## src/rtl/seq1000_detector.sv

```systemverilog
// Moore detector for the serial pattern 1,0,0,0 (oldest first); out is a registered state decode.
// Optional match counter enabled by defining SEQ1000_DETECTOR_COUNT_EN.
module seq1000_detector #(
    parameter int COUNT_W = 8
) (
    input  logic clock,
    input  logic reset,
    input  logic in,
    output logic out
`ifdef SEQ1000_DETECTOR_COUNT_EN
    ,
    output logic [COUNT_W-1:0] match_count
`endif
);

    typedef enum logic [2:0] {
        S0    = 3'd0,
        S1    = 3'd1,
        S10   = 3'd2,
        S100  = 3'd3,
        S1000 = 3'd4
    } state_t;

    state_t state_r;
    logic   out_r;
    state_t next_s;

    // Any 1 restarts the match from S1; unused encodings fall back to idle.
    function automatic state_t next_state_f(input state_t cur, input logic bit_v);
        state_t nxt;
        case (cur)
            S0:      nxt = bit_v ? S1 : S0;
            S1:      nxt = bit_v ? S1 : S10;
            S10:     nxt = bit_v ? S1 : S100;
            S100:    nxt = bit_v ? S1 : S1000;
            S1000:   nxt = bit_v ? S1 : S0;
            default: nxt = S0;
        endcase
        return nxt;
    endfunction

    assign next_s = next_state_f(state_r, in);

    // State register with the detect flag registered alongside it.
    always_ff @(posedge clock or negedge reset) begin
        if (!reset) begin
            state_r <= S0;
            out_r   <= 1'b0;
        end else begin
            state_r <= next_s;
            out_r   <= (next_s == S1000);
        end
    end

    assign out = out_r;

`ifdef SEQ1000_DETECTOR_COUNT_EN
    logic [COUNT_W-1:0] count_r;

    // Saturating count of entries into S1000.
    always_ff @(posedge clock or negedge reset) begin
        if (!reset) begin
            count_r <= '0;
        end else if ((next_s == S1000) && (count_r != {COUNT_W{1'b1}})) begin
            count_r <= count_r + COUNT_W'(1);
        end else begin
            count_r <= count_r;
        end
    end

    assign match_count = count_r;
`endif

endmodule

```

## config.mk

```make
export PLATFORM = sky130hd
export DESIGN_NAME = seq1000_detector
export DESIGN_NICKNAME = d
export VERILOG_FILES = /design/src/rtl/seq1000_detector.sv
export SDC_FILE = /design/constraint.sdc
export NUM_CORES = 1
export LEC_CHECK = 0
export CORE_AREA = 2 2 39 41
export CTS_CLUSTER_DIAMETER = 50
export DETAILED_ROUTE_END_ITERATION = 10
export DIE_AREA = 0 0 41 43
export DONT_BUFFER_PORTS = 1
export PLACE_DENSITY = 0.3
export REMOVE_ABC_BUFFERS = 1
export SLEW_MARGIN = 40
export SYNTH_ARGS = -nofsm -noshare
export SYNTH_HDL_FRONTEND = slang
export SYNTH_SLANG_ARGS = --single-unit
```

## constraint.sdc

```tcl
create_clock -name clock -period 1.05 [get_ports clock]
set_input_delay 0.0525 -clock clock [delete_from_list [all_inputs] [get_ports clock]]
set_output_delay 0.0525 -clock clock [all_outputs]
set_load 0.005 [all_outputs]
```

==> metrics.txt, run 1 <==
clock buffer depth=2; total iterations of the first detailed-routing run=2; Root Driver=clkbuf_4; Iter 0 DRT Violations=2; setup_tns=0 ns; diode count=0; largest net degree at the start of global routing=6; P&R area growth vs syn=40.65%; Slew headroom=0.8601; Detailed Route WL=slightly below 300 um; Post-Syn Area per Cell=roughly 11 um^2; number of global-route vias before repair=106; clk sink count=4; total track usage=0.04514; Chip Height=approximately 43 um; Required @ worst endpoint=roughly 1.2 ns; GRT met1 Usage=0.04808; crit path max fanout=4; first-pass GRT wire length=around 410 um; Post-CTS Resized=0; DP Wirelength=roughly 200 um; most frequent cells in the layout=4 x dfrtp_1, 3 x clkbuf_4, 2 x nand2_1, 2 x nor3_1, 2 x dlygate4sd3_1; Hold Path Class=input port to async pin; Core Area=roughly 1400 um^2; fin nets=24; clk_lat worst skew=~0.23 ns; Worst Path Arrival=approximately 0.9 ns; CP Capture Type=flop; Final GP Congestion=0.5925; row count=14; die area=1763 um^2; Final Skew=about 0.00017 ns; # H-tree levels=1; routed length per instance=roughly 8.4 um; initial core utilization=0.1112; Port Buffers=0; outcome=completed; Crit Path Class=flop to flop; GRT Max-Usage Layer=met4; period utilization=0.7513; Post-CTS Setup Bufs=0; crit path launch type=flop; most common cell after layout, fill and taps aside=dfrtp_1; TritonCTS buffer count=3; chip width=about 40 um; IR drop worst, VDD=between 0.0002 and 0.0003 V; Tot Pwr=between 500 and 600 uW; max-slew violation count=0; fmax=around 1300 MHz; clock-pin transition on the worst setup and hold timing paths=0.04 ns; Post-Syn Instances=14; Filler cells=roughly 160; Synth Register Bits=4; vias per cell=3.171; initial antenna violation count=0; final setup vio count=0; pwr dens=around 2300 nW/um^2; GR Util met3=0.04712; met2 usage=0.03750; vias=between 100 and 150; Antenna Nets Post-Route=0; Post-route DRC=0; Max-Cap Viols=0; Slew @ Worst Pin=roughly 0.21 ns; share of layout cells above drive strength 1=0.2105; Tmin final=between 0.7 and 0.8 ns; unrepaired setup endpoints after global routing=no; CTS tree=built; mapped cell area=about 150 um^2; Hold Violations, Final=0; Top-Level Pins=4; leakage power=between 0.00009 and 0.0001 uW; register area share after synthesis=0.6504; Congestion Overflow GR=0; yosys warns=0; Synth cell types=9
-- cells in the mapped netlist --
| master | count | area [um^2] |
|---|---|---|
| nor3_2 | 1 | 10.01 |
| inv_1 | 1 | 3.750 |
| xnor2_1 | 1 | 8.760 |
| nand2_1 | 2 | 7.510 |
| o21ai_0 | 1 | 5.000 |
| nor3_1 | 2 | 10.01 |
| dfrtp_1 | 4 | 100.1 |
| a21oi_1 | 1 | 5.000 |
| nor2_1 | 1 | 3.750 |
-- sequential cells by signal (all words and copies together) (netlist names) --
register  cells
out           1
state_r       3
-- worst max-delay path: stages, from the launching register on --
cell and delay, ns:
dfrtp_1 0.41, xnor2_1 0.21, nor3_2 0.05
-- final cells by class --
type / instances / area, um^2 / share of cell area
sequential: 4 / 100.1 / 0.4624
multi-input combinational: 9 / 50.05 / 0.2312
clock buffer: 3 / 22.52 / 0.1040
timing repair buffer: 2 / 20.02 / 0.09249
tap: 16 / 20.02 / 0.09249
inverter: 1 / 3.754 / 0.01734
-- where the power goes --
part / switching, uW / leakage, uW / internal, uW
Combinational: 39.5 / 0.0000296 / 43.3
Sequential: 41.5 / 0.0000514 / 192
Clock: 63.5 / 0.0000138 / 128
-- kinds of logic (layout without fill, tap and decap cells) --
group / Yosys count / count (layout) / synth area share
simple gates: 6 / 6 / 0.2033
xor+xnor: 1 / 1 / 0.05692
buf+inv: 1 / 6 / 0.02437
flops: 4 / 4 / 0.6504
compound gates: 2 / 2 / 0.06498
-- final timing paths --
check,startpoint,end,slack (ns),depth (start not counted)
min in group clock,state_r[2],state_r[1],0.50,1
worst min-delay path,reset,state_r[0],0.1,1
max in group asynchronous,reset,out,0.78,1
worst max-delay path,state_r[0],state_r[1],0.26,2
worst min register to register,state_r[2],state_r[1],0.50,1
worst max register to register,state_r[0],state_r[1],0.26,2
-- routing by layer --
metal  wire length [um]  share of wire
met5                  0              0
met2                132           0.45
met4                  0              0
met1                130           0.44
met3                 31           0.11
-- timing repair --
item | 4_1_cts | 5_1_grt
hold buffers | 2 | 0
hold endpoints to repair | 8 | 0
setup endpoints to repair | 0 | 0
-- through the flow --
stage | util | hold slack (ns) | cell area [um^2] | std cells | worst slack, ns
2_1_floorplan | - | -0.2431 | 153.9 | 14 | 0.3166
3_3_place_gp | 0.1257 | -0.2430 | 173.9 | 30 | 0.2848
3_5_place_dp | 0.1257 | -0.2430 | 173.9 | 30 | 0.2697
4_1_cts | 0.1564 | 0.09440 | 216.5 | 35 | 0.2558
5_1_grt | 0.1564 | 0.1111 | 216.5 | 35 | 0.2173
6_report | 0.1564 | 0.09856 | 216.5 | 35 | 0.2611
No activity file was read; power rests on OpenSTA's default activity.
==> run 2: changes to the inputs <==
==> constraint.sdc (replaced) <==
create_clock -name clock -period 0.81 [get_ports clock]
set_input_delay 0.0405 -clock clock [delete_from_list [all_inputs] [get_ports clock]]
set_output_delay 0.0405 -clock clock [all_outputs]
set_load 0.005 [all_outputs]
==> metrics.txt, run 2 (synthesized netlist as in run 1, its figures left out) <==
outcome=completed; Largest register FFs=3; pwr dens=slightly above 3000 nW/um^2; Iter 0 DRT Violations=3; final core occ=0.1564; Required @ worst endpoint=roughly 0.92 ns; clock-pin transition on the worst setup and hold timing paths=roughly 0.040 ns; Filler cells=between 150 and 200; clk sink count=4; most frequent cells in the layout=4 x dfrtp_1, 3 x clkbuf_4, 2 x nand2_1, 2 x nor3_1, 2 x dlygate4sd3_1; Final GP Congestion=between 0.5 and 0.6; initial antenna violation count=0; Post-route DRC=0; TritonCTS buffer count=3; Post-CTS Setup Bufs=0; Core Area=~1400 um^2; Detailed Route WL=roughly 300 um; vias=about 110; Worst Path Arrival=approximately 0.90 ns; Max-Cap Viols=0; clk_lat worst skew=approximately 0.23 ns; diode count=0; largest net degree at the start of global routing=6; Largest Register=state_r; Top-Level Pins=4; leakage power=roughly 0.000095 uW; Crit Path Class=flop to flop; die area=roughly 1800 um^2; number of global-route vias before repair=between 100 and 150; DP Wirelength=slightly above 200 um; IR drop worst, VDD=0.0003620 V; Slew @ Worst Pin=approximately 0.21 ns; Hold Path Class=input port to async pin; setup_tns=0 ns; period utilization=0.9704; Final Skew=between 0.001 and 0.0015 ns; Slew headroom=0.8563; total iterations of the first detailed-routing run=2; P&R area growth vs syn=40.65%; first-pass GRT wire length=roughly 410 um; Tot Pwr=662.3 uW; # H-tree levels=1; Antenna Nets Post-Route=0; fin nets=24; crit path launch type=flop; chip width=between 40 and 50 um; Hold Violations, Final=0; share of layout cells above drive strength 1=0.2105; max-slew violation count=0; initial core utilization=0.1112; CP Capture Type=flop; Congestion Overflow GR=0; CTS tree=built; total track usage=0.04514; fmax=1272 MHz; unrepaired setup endpoints after global routing=yes; vias per cell=between 3 and 4; Chip Height=43 um; Port Buffers=0; most common cell after layout, fill and taps aside=dfrtp_1; row count=14; clock buffer depth=2; Tmin final=slightly below 0.8 ns; Root Driver=clkbuf_4; crit path max fanout=4; final setup vio count=0; routed length per instance=roughly 8.5 um
run 2: timing repair:
item | CTS | global route
gates resized for setup | 0 | 1
setup endpoints to repair | 0 | 1
hold buffers | 2 | 0
hold endpoints to repair | 8 | 0
run 2: layout make-up:
cell class	count	area, um^2	share of cell area
repair buffers	2	20.02	0.09249
multi-input cells	9	50.05	0.2312
inverters	1	3.754	0.01734
flip-flops and latches	4	100.1	0.4624
well taps	16	20.02	0.09249
clock buffers	3	22.52	0.1040
run 2: metrics by stage:
| stage | hold slack (ns) | instances | worst slack (ns) | cell area, um^2 |
|---|---|---|---|---|
| global placement | -0.2550 | 30 | 0.04482 | 173.9 |
| detailed placement | -0.2550 | 30 | 0.02972 | 173.9 |
| CTS | 0.08240 | 35 | 0.01584 | 216.5 |
| finish | 0.08526 | 35 | 0.02394 | 216.5 |
| global route | 0.09915 | 35 | -0.009882 | 216.5 |
| floorplan | -0.2551 | 14 | 0.07662 | 153.9 |
run 2: layer usage:
metal / part of all wire / vias to the layer above / global-route usage
li1: - / 56 / -
met1: 0.43 / 53 / 0.04808
met2: 0.46 / 3 / 0.03750
met3: 0.10 / 0 / 0.04712
met4: 0 / 0 / 0.06000
met5: 0 / - / 0
run 2: path summary, 6_finish.rpt:
kind,startpoint,slack [ns],cells after the start,end
min in group clock,state_r[2],0.50,1,state_r[1]
setup / recovery,state_r[0],0.02,2,state_r[1]
hold / removal,reset,0.09,1,state_r[0]
max in group asynchronous,reset,0.55,1,out
hold reg to reg,state_r[2],0.50,1,state_r[1]
setup reg to reg,state_r[0],0.02,2,state_r[1]
run 2: critical path, cell delays in order (launching register included):
cell and delay, ns:
dfrtp_1 0.41, xnor2_1 0.21, nor3_2 0.05
run 2: power by group:
group	switching (uW)	total [uW]	leakage, uW	internal (uW)
sequential	52.8	302	0.0000514	249
combinational	53.0	110	0.0000302	56.9
clock	84.3	250	0.0000138	166
total	190	662	0.0000954	472
